### src/rtl/rd_arbiter.sv
// Two-master (IFU/LSU) to one-slave read-channel arbiter with a single outstanding
// transaction, round-robin or fixed-priority grant, and a response timeout that fabricates SLVERR.
module rd_arbiter #(
    parameter int AW        = 64,
    parameter int DW        = 64,
    parameter int PRIO_MODE = 0,
    parameter int TIMEOUT   = 255
) (
    input  logic          clk,
    input  logic          rst,

    input  logic          ifu_ARVALID,
    output logic          ifu_ARREADY,
    input  logic [AW-1:0] ifu_ARADDR,
    input  logic [2:0]    ifu_ARPORT,
    output logic          ifu_RVALID,
    input  logic          ifu_RREADY,
    output logic [DW-1:0] ifu_RDATA,
    output logic [1:0]    ifu_RRESP,

    input  logic          lsu_ARVALID,
    output logic          lsu_ARREADY,
    input  logic [AW-1:0] lsu_ARADDR,
    input  logic [2:0]    lsu_ARPORT,
    output logic          lsu_RVALID,
    input  logic          lsu_RREADY,
    output logic [DW-1:0] lsu_RDATA,
    output logic [1:0]    lsu_RRESP,

    output logic          mem_ARVALID,
    input  logic          mem_ARREADY,
    output logic [AW-1:0] mem_ARADDR,
    output logic [2:0]    mem_ARPORT,
    input  logic          mem_RVALID,
    output logic          mem_RREADY,
    input  logic [DW-1:0] mem_RDATA,
    input  logic [1:0]    mem_RRESP,

    output logic          busy,
    output logic [7:0]    drop_cnt,
    output logic [1:0]    dbg_state
);

    // Handshake rule on every channel: a transfer happens on a rising edge where VALID and
    // READY are both high; a source holds VALID and its payload stable until that edge.

    typedef enum logic [1:0] {
        S_IDLE = 2'd0,
        S_ADDR = 2'd1,
        S_DATA = 2'd2,
        S_ERR  = 2'd3
    } state_t;

    localparam logic M_IFU = 1'b0;
    localparam logic M_LSU = 1'b1;

    localparam bit FIXED_PRIO = (PRIO_MODE != 0);
    localparam bit TMO_EN     = (TIMEOUT != 0);
    localparam int CW         = (TIMEOUT > 1) ? $clog2(TIMEOUT) : 1;
    localparam logic [CW-1:0] TMO_LAST = CW'((TIMEOUT > 0) ? TIMEOUT - 1 : 0);

    localparam logic [1:0] RESP_SLVERR = 2'b10;

    state_t          state_q, state_d;
    logic            owner_q;
    logic            last_grant_q;
    logic [AW-1:0]   addr_q;
    logic [2:0]      port_q;
    logic [CW-1:0]   tmo_q;
    logic [7:0]      drop_q;

    logic            req_any;
    logic            pick_lsu;
    logic            grant;
    logic            owner_rready;
    logic            tmo_expire;
    logic            stale_beat;

    // ------------------------------------------------------------------
    // Arbitration: on a tie, round-robin favours whoever did not win last.
    // ------------------------------------------------------------------
    always_comb begin
        req_any  = ifu_ARVALID | lsu_ARVALID;
        pick_lsu = lsu_ARVALID &
                   (~ifu_ARVALID | FIXED_PRIO | (last_grant_q == M_IFU));
        grant    = (state_q == S_IDLE) & req_any;
    end

    always_comb begin
        owner_rready = (owner_q == M_LSU) ? lsu_RREADY : ifu_RREADY;
        // A beat arriving in the expiry cycle wins over the timeout.
        tmo_expire   = TMO_EN & (state_q == S_DATA) & ~mem_RVALID & (tmo_q == TMO_LAST);
        stale_beat   = mem_RVALID & (state_q != S_DATA);
    end

    // ------------------------------------------------------------------
    // FSM: state register
    // ------------------------------------------------------------------
    always_ff @(posedge clk) begin
        if (rst) begin
            state_q <= S_IDLE;
        end else begin
            state_q <= state_d;
        end
    end

    // ------------------------------------------------------------------
    // FSM: next-state logic
    // ------------------------------------------------------------------
    always_comb begin
        state_d = state_q;
        case (state_q)
            S_IDLE: begin
                if (req_any) state_d = S_ADDR;
            end
            S_ADDR: begin
                if (mem_ARREADY) state_d = S_DATA;
            end
            S_DATA: begin
                if (mem_RVALID && owner_rready) state_d = S_IDLE;
                else if (tmo_expire)            state_d = S_ERR;
            end
            S_ERR: begin
                if (owner_rready) state_d = S_IDLE;
            end
            default: state_d = S_IDLE;
        endcase
    end

    // ------------------------------------------------------------------
    // FSM: outputs
    // ------------------------------------------------------------------
    always_comb begin
        ifu_ARREADY = 1'b0;
        lsu_ARREADY = 1'b0;
        ifu_RVALID  = 1'b0;
        ifu_RDATA   = '0;
        ifu_RRESP   = 2'b00;
        lsu_RVALID  = 1'b0;
        lsu_RDATA   = '0;
        lsu_RRESP   = 2'b00;
        mem_ARVALID = 1'b0;
        mem_RREADY  = 1'b1;
        case (state_q)
            S_IDLE: begin
                ifu_ARREADY = req_any & ~pick_lsu;
                lsu_ARREADY = pick_lsu;
            end
            S_ADDR: begin
                mem_ARVALID = 1'b1;
            end
            S_DATA: begin
                mem_RREADY = owner_rready;
                if (owner_q == M_LSU) begin
                    lsu_RVALID = mem_RVALID;
                    lsu_RDATA  = mem_RDATA;
                    lsu_RRESP  = mem_RRESP;
                end else begin
                    ifu_RVALID = mem_RVALID;
                    ifu_RDATA  = mem_RDATA;
                    ifu_RRESP  = mem_RRESP;
                end
            end
            S_ERR: begin
                if (owner_q == M_LSU) begin
                    lsu_RVALID = 1'b1;
                    lsu_RRESP  = RESP_SLVERR;
                end else begin
                    ifu_RVALID = 1'b1;
                    ifu_RRESP  = RESP_SLVERR;
                end
            end
            default: begin
                mem_RREADY = 1'b1;
            end
        endcase
    end

    // ------------------------------------------------------------------
    // Request latch, owner tracking
    // ------------------------------------------------------------------
    always_ff @(posedge clk) begin
        if (rst) begin
            addr_q       <= '0;
            port_q       <= '0;
            owner_q      <= M_IFU;
            last_grant_q <= M_IFU;
        end else if (grant) begin
            addr_q       <= pick_lsu ? lsu_ARADDR : ifu_ARADDR;
            port_q       <= pick_lsu ? lsu_ARPORT : ifu_ARPORT;
            owner_q      <= pick_lsu;
            last_grant_q <= pick_lsu;
        end
    end

    // ------------------------------------------------------------------
    // Response timeout counter: restarts on every accepted address.
    // ------------------------------------------------------------------
    always_ff @(posedge clk) begin
        if (rst) begin
            tmo_q <= '0;
        end else if (state_q == S_ADDR && mem_ARREADY) begin
            tmo_q <= '0;
        end else if (state_q == S_DATA && !mem_RVALID) begin
            tmo_q <= tmo_q + 1'b1;
        end
    end

    // ------------------------------------------------------------------
    // Stale beat counter: any R beat not belonging to a live DATA phase.
    // ------------------------------------------------------------------
    always_ff @(posedge clk) begin
        if (rst) begin
            drop_q <= '0;
        end else if (stale_beat && drop_q != 8'hFF) begin
            drop_q <= drop_q + 8'd1;
        end
    end

    assign mem_ARADDR = addr_q;
    assign mem_ARPORT = port_q;
    assign busy       = (state_q != S_IDLE);
    assign drop_cnt   = drop_q;
    assign dbg_state  = state_q;

    // ------------------------------------------------------------------
    // Interface properties
    // ------------------------------------------------------------------
    a_grant_onehot: assert property (@(posedge clk) disable iff (rst)
        !(ifu_ARREADY && lsu_ARREADY));

    a_ar_stable: assert property (@(posedge clk) disable iff (rst)
        (mem_ARVALID && !mem_ARREADY) |=> (mem_ARVALID && $stable(mem_ARADDR) && $stable(mem_ARPORT)));

    a_resp_exclusive: assert property (@(posedge clk) disable iff (rst)
        !(ifu_RVALID && lsu_RVALID));

endmodule

### config.mk
export PLATFORM = sky130hd
export DESIGN_NAME = rd_arbiter
export DESIGN_NICKNAME = d
export VERILOG_FILES = /design/src/rtl/rd_arbiter.sv
export SDC_FILE = /design/constraint.sdc
export NUM_CORES = 1
export LEC_CHECK = 0
export CAP_MARGIN = 40
export CORE_AREA = 2 2 163 165
export CTS_CLUSTER_DIAMETER = 150
export DETAILED_ROUTE_END_ITERATION = 7
export DIE_AREA = 0 0 165 167
export MAX_ROUTING_LAYER = met4
export PLACE_DENSITY = 0.63
export SYNTH_ARGS = -nofsm -noshare
export SYNTH_HDL_FRONTEND = slang
export SYNTH_SLANG_ARGS = --single-unit
### constraint.sdc
create_clock -name clk -period 3.5 [get_ports clk]
set_clock_uncertainty 0.05 [all_clocks]
set_input_delay 0.7 -clock clk [delete_from_list [all_inputs] [get_ports clk]]
set_output_delay 0.7 -clock clk [all_outputs]
set_load 0.1 [all_outputs]
==> results.py, run 1 <==
metrics = {
    "placement": {
        "dp_hpwl_um": 19000,
        "io_buffers": 423,
        "placed_area_um2": 11900,
        "place_congestion": 0.825,
    },
    "synthesis": {
        "synthTopCellsByCount": "191 x nor2_1, 86 x dfxtp_1, 68 x nand2b_1, 40 x mux2i_1, 39 x a211oi_1",
        "synth_most_common_cell": "nor2_1",
        "ys_ff_latch": 86,
        "synth_cells": 636,
        "ys.flop_type": "dfxtp_1",
        "ys_types": 45,
        "seq_area_frac_synth": 0.357,
        "synth_area_leaders": "dfxtp_1 36%, nor2_1 15%, nand2b_1 8.8%",
        "synth_edf_count": 0,
        "synth_area_um2": 4820,
        "synth_top_area_share": 0.357,
        "avgSynthCellArea_um2": 7.57,
        "synth_nets": 847,
        "yosys.area.top_type": "dfxtp_1",
        "yosysWarnings": 0,
        "synthArstFlopShare": 0,
    },
    "power_and_ir_drop": {
        "max-vdd-ir-drop_v": 0.000259,
        "power.switching_mw": 2.05,
        "seqPwrFrac": 0.247,
        "p_comb_frac": 0.547,
        "switching_share": 0.440,
        "clockPowerShare": 0.205,
        "power_density_nw_per_um2": 382,
        "leakage_nw": 4.69,
        "internal_power_mw": 2.61,
    },
    "setup_path": {
        "worstReg2RegStart": "dbg_state[0]$_SDFFE_PP0P_",
        "slowest_delay_ns": 0.65,
        "cp.required_ns": 2.75,
        "slowest_stage": "clkdlybuf4s50_1",
        "crit_arrival_ns": 2.06,
        "regToRegEndpoint": "mem_ARADDR[39]$_SDFFE_PP0P_",
        "crit_chain": "clkdlybuf4s50_1, nor2_1, nor2_1, buf_12",
        "cp-end-kind": "output port",
        "r2r_cells": 5,
        "crit_fanout": 7,
        "crit_top_cell": "nor2_1",
        "worst-setup-path-type": "in2out",
        "crit_family": "buffers and inverters",
        "rrSetupSlack_ns": 1.52,
        "crit_buf_inv": 2,
        "cp-start-kind": "input port",
    },
    "drt": {
        "via_count": 6115,
        "route.detailed.drc": 0,
        "ant_nets": 0,
        "firstDrtPassIters": 5,
        "drt-wirelength-per-cell_um": 16.1,
        "drt_iter0_markers": 335,
        "vias_per_cell": 4.29,
        "wirelength_um": 23000,
    },
    "worst_hold_path": {
        "hp-start": "mem_ARADDR[49]$_SDFFE_PP0P_",
        "hold_end": "mem_ARADDR[49]$_SDFFE_PP0P_",
        "whs_path_depth": 2,
        "hp-class": "reg2reg",
    },
    "flow_run": {
        "cap_violations": 0,
    },
    "grt": {
        "antenna_found_initial": 6,
        "grt_usage": 0.165,
        "grt_max_degree": 77,
        "grt_pass1_wl_um": 33900,
        "grt_pass1_vias": 6047,
        "overflow": 0,
    },
    "final_layout": {
        "syn_to_final_growth_pct": 153,
        "final_util": 0.473,
        "layout-drive-gt1-share": 0.291,
        "fin_area_um2": 12200,
        "nets": 1294,
    },
    "timing": {
        "worst_pin_slew_ns": 0.816,
        "setup_viol": 0,
        "rsz0062_at_grt": "no",
        "slew_violations": 0,
        "fmax_mhz": 355,
        "hold_viol": 0,
        "fin_setup_tns_ns": 0,
        "min_period_over_period": 0.804,
        "max_slew_margin": 0.456,
        "period_needed_ns": 2.81,
    },
    "die": {
        "dieHeight_um": 167,
        "pin_count": 424,
        "core_um2": 25800,
        "start_util": 0.187,
        "die_area_um2": 27600,
        "fp.dieW_um": 165,
        "rows": 59,
    },
    "clock_tree": {
        "clock_latency_ns": 0.34,
        "postCtsHoldBufs": 0,
        "tritoncts": "done",
        "cts.sinks": 86,
        "root_buffer": "clkbuf_16",
        "post-cts-setup-buffers": 0,
        "cts.clk_slew.worst_paths_ns": 0.06,
        "cts_buffer_depth": 2,
        "cts_max_level": 3,
        "cts_buffers": 9,
        "cts_resized": 0,
    },
    "outcome": {
        "status": "finished, final reports clean",
    },
}
==> per-stage QoR <==
| step | power [mW] | hold WS, ns | setup WS (ns) | instances |
|---|---|---|---|---|
| floorplan | 2.65 | 0.422 | -0.266 | 636 |
| global placement | 3.40 | 0.387 | 0.694 | 1354 |
| detailed placement | 3.74 | 0.393 | 0.669 | 1407 |
| CTS | 4.72 | 0.401 | 0.669 | 1422 |
| global route | 4.84 | 0.416 | 0.638 | 1427 |
| finish | 4.66 | 0.399 | 0.686 | 1427 |
==> how the worst max path moves through the flow <==
stage	start	to	cells after the start	slack, ns
global route	mem_RVALID	ifu_RVALID	4	0.64
global placement	mem_RVALID	ifu_RVALID	4	0.69
CTS	mem_RVALID	ifu_RVALID	4	0.67
floorplan	dbg_state[1]$_SDFFE_PP0P_	ifu_RDATA[35]	5	-0.27
detailed placement	mem_RVALID	ifu_RVALID	4	0.67
finish	mem_RVALID	ifu_RVALID	4	0.69
==> sequential cells by signal, indices dropped and copies added, names as in the netlist <==
register	count
mem_ARADDR	64
dbg_state	2
mem_ARPORT	3
tmo_q	8
last_grant_q	1
drop_cnt	8
==> logic make-up after synthesis <==
kind of cell,count (synthesis),synth area share
AO/OA/AOI/OAI,111,0.159
XOR/XNOR,8,0.0145
multiplexers,41,0.0855
AND/OR/NAND/NOR,330,0.317
flip-flops,86,0.357
buffers and inverters,57,0.0587
adder cells (fa/ha/maj),3,0.00780
==> worst min-delay path: stages (launching register included) <==
cell and delay, ns:
dfxtp_1 0.31, nand2_1 0.05, a21oi_1 0.05
==> per-layer routing <==
| metal | global-route usage | share of wire | vias to the layer above | wire length, µm |
|---|---|---|---|---|
| met4 | 0.0507 | 0.013 | 0 | 301 |
| met2 | 0.286 | 0.52 | 273 | 11900 |
| met5 | - | 0 | - | 0 |
| met1 | 0.179 | 0.38 | 2777 | 8700 |
| met3 | 0.0501 | 0.091 | 16 | 2080 |
| li1 | - | - | 3049 | - |
==> cell usage in the layout, fill, tap and decap left out, types with 2 or more instances in the layout <==
| cell type | count |
|---|---|
| buf_8 | 31 |
| clkdlybuf4s50_1 | 259 |
| diode_2 | 5 |
| clkbuf_16 | 9 |
| nor2b_1 | 2 |
| ha_1 | 3 |
| nor3_1 | 7 |
| a22oi_1 | 29 |
| buf_12 | 139 |
| a211oi_1 | 39 |
| mux2i_1 | 40 |
| clkbuf_1 | 2 |
| nand2_1 | 35 |
| dfxtp_1 | 85 |
| and2_1 | 2 |
| nor2_2 | 61 |
| nand2b_1 | 67 |
| xor2_1 | 7 |
| nand3_1 | 6 |
| inv_1 | 2 |
| and3_1 | 4 |
| nand4_1 | 5 |
| and4_1 | 2 |
| buf_16 | 22 |
| nor2_1 | 131 |
| a21oi_1 | 33 |
| buf_4 | 38 |
==> power groups by stage <==
stage	Combinational [mW]	Sequential, mW	Clock (mW)
final	2.55	1.15	0.956
after global routing	2.65	1.17	1.03
after CTS	2.57	1.15	0.998
after detailed placement	2.56	1.18	0
after global placement	2.22	1.17	0
after floorplan	0.791	1.86	0
==> cell type report <==
type                    instances  area, µm²
fillers                      2343      13600
clock buffers                  11        233
clock inverters                 4       57.6
diodes                          5       12.5
well taps                     335        419
multi-input cells             493       2990
flip-flops and latches         86       1720
repair buffers                490       6740
inverters                       3       11.3
(Power assumes the default switching activity.)
==> run 2, diff against run 1 <==
Settings changed: CORE_AREA 2 2 163 165 to 2 2 167 169, DIE_AREA 0 0 165 167 to 0 0 169 171, PLACE_DENSITY 0.63 to 0.62.
Clock period 3.5 ns to 2.5 ns, I/O delays scaled along.
==> run 2 against run 1 <==
Register-to-register slack got worse by 0.85 ns. Non-clock buffer count fell by 43. Design area fell by 4.0%. Clock-buffer cell count fell by 1. Combinational power rose by 27%. First-iteration DRC count fell by 27%.
==> results.py, run 2 (synthesis results as in run 1) <==
metrics = {
    "final_layout": {
        "stdcell_count": 1392,
        "nets": 1251,
        "final_cell_mix": "206 x clkdlybuf4s50_1, 148 x buf_12, 92 x buf_4",
        "nFillCells": 2650,
        "ff_latch_area_um2": 1730,
        "final_common_cell": "clkdlybuf4s50_1",
        "syn_to_final_growth_pct": 143,
        "layout-drive-gt1-share": 0.388,
        "final_util": 0.428,
        "multi_input_area_um2": 3490,
        "largest_reg_flops": 64,
    },
    "drt": {
        "firstDrtPassIters": 5,
        "wirelength_um": 22500,
        "drt-wirelength-per-cell_um": 16.1,
        "drt_iter0_markers": 246,
        "vias_per_cell": 4.26,
        "ant_nets": 0,
        "route.detailed.drc": 0,
        "via_count": 5934,
    },
    "clock_tree": {
        "cts_buffer_depth": 2,
        "cts_buffers": 9,
        "cts.clk_slew.worst_paths_ns": 0.07,
        "clock_latency_ns": 0.34,
        "cts.sinks": 86,
        "root_buffer": "clkbuf_16",
        "cts_max_level": 3,
        "tritoncts": "done",
        "cts_resized": 0,
    },
    "setup_path": {
        "slowest_stage": "dfxtp_1",
        "worstReg2RegStart": "last_grant_q$_SDFFE_PP0P_",
        "r2r_cells": 6,
        "worst-setup-path-type": "reg2out",
        "cp-start-kind": "register",
        "cp.depth": 4,
        "crit_buf_inv": 2,
        "cp.required_ns": 1.95,
        "regToRegEndpoint": "mem_ARADDR[60]$_SDFFE_PP0P_",
        "crit_fanout": 11,
        "crit_chain": "nand2_4, buf_4, nor2_4, buf_12",
        "rrSetupSlack_ns": 0.67,
        "cp-end-kind": "output port",
        "slowest_delay_ns": 0.53,
        "crit_family": "flip-flops",
        "crit_arrival_ns": 1.76,
    },
    "die": {
        "die_area_um2": 28900,
        "dieHeight_um": 171,
        "fp.dieW_um": 169,
        "core_um2": 27300,
        "pin_count": 424,
        "start_util": 0.176,
        "rows": 61,
    },
    "worst_hold_path": {
        "whs_path_depth": 2,
        "hp-start": "mem_ARADDR[61]$_SDFFE_PP0P_",
        "hold_end": "mem_ARADDR[61]$_SDFFE_PP0P_",
        "hp-class": "reg2reg",
    },
    "outcome": {
        "status": "finished, final reports clean",
    },
    "power_and_ir_drop": {
        "leakage_nw": 4.41,
        "max-vdd-ir-drop_v": 0.000364,
        "power_density_nw_per_um2": 534,
    },
    "grt": {
        "grt_pass1_vias": 5800,
        "grt_max_degree": 77,
        "antenna_found_initial": 2,
        "grt_usage": 0.153,
        "overflow": 0,
        "grt_pass1_wl_um": 33100,
    },
    "timing": {
        "period_needed_ns": 2.31,
        "min_period_over_period": 0.922,
        "hold_viol": 0,
        "max_slew_margin": 0.714,
        "slew_violations": 0,
        "fmax_mhz": 434,
        "worst_pin_slew_ns": 0.426,
        "setup_viol": 0,
        "rsz0062_at_grt": "no",
    },
    "placement": {
        "placed_cells": 1372,
        "io_buffers": 423,
        "dp_hpwl_um": 19000,
        "place_congestion": 0.797,
    },
    "flow_run": {
        "cap_violations": 0,
    },
}
run 2: changes by cell type in the layout (fill, tap and decap cells not counted), sizes merged:
cell / before / now
clkinv: 1 / 3
clkdlybuf4s50: 259 / 206
buf: 231 / 241
clkbuf: 11 / 10
diode: 5 / 1
run 2: worst min-delay path, cell delays in order, from the launching register on:
cell     delay (ns)
dfxtp_1        0.31
nand2_1        0.05
a21oi_1        0.05
run 2: worst max path at each step:
stage | from | endpoint | slack, ns
CTS | last_grant_q$_SDFFE_PP0P_ | ifu_RDATA[21] | 0.02
global route | last_grant_q$_SDFFE_PP0P_ | lsu_RDATA[44] | 0.1
global placement | lsu_ARVALID | mem_ARADDR[62]$_SDFFE_PP0P_ | 0.27
floorplan | dbg_state[1]$_SDFFE_PP0P_ | lsu_RDATA[10] | -0.05
detailed placement | lsu_ARVALID | mem_ARADDR[60]$_SDFFE_PP0P_ | 0.20
finish | last_grant_q$_SDFFE_PP0P_ | lsu_RDATA[38] | 0.19
run 2: layer usage:
layer | global-route usage | vias up | share of wire
li1 | - | 2964 | -
met1 | 0.166 | 2655 | 0.39
met2 | 0.277 | 295 | 0.53
met3 | 0.0384 | 20 | 0.073
met4 | 0.0401 | 0 | 0.016
met5 | - | - | 0
run 2: report_power, final:
group          leakage (nW)  internal (mW)  total (mW)  switching [mW]
clock                 0.149          0.807        1.39           0.584
sequential            0.709           1.51        1.61          0.0993
combinational          3.56           1.03        3.24            2.21
run 2: stage by stage:
stage | TNS [ns] | power (mW) | hold slack [ns] | cell area, µm² | setup WS, ns
3_5_place_dp | 0 | 4.90 | 0.393 | 11400 | 0.196
3_3_place_gp | 0 | 4.89 | 0.389 | 11400 | 0.268
2_1_floorplan | -2.86 | 3.82 | 0.422 | 5490 | -0.0460
5_1_grt | 0 | 6.51 | 0.424 | 11700 | 0.0973
4_1_cts | 0 | 6.32 | 0.402 | 11700 | 0.0202
6_report | 0 | 6.25 | 0.402 | 11700 | 0.195
run 2: layout make-up:
type | count | area share
inverter | 3 | 0.000963
sequential | 86 | 0.148
multi-input combinational | 493 | 0.299
clock inverter | 6 | 0.00589
antenna | 1 | 0.000214
timing repair buffer | 447 | 0.489
tap | 346 | 0.0370
clock buffer | 10 | 0.0204
run 2: repair_timing:
action,in CTS,in global routing
hold buffers,0,0
buffers inserted,0,3
setup endpoints to repair,0,17
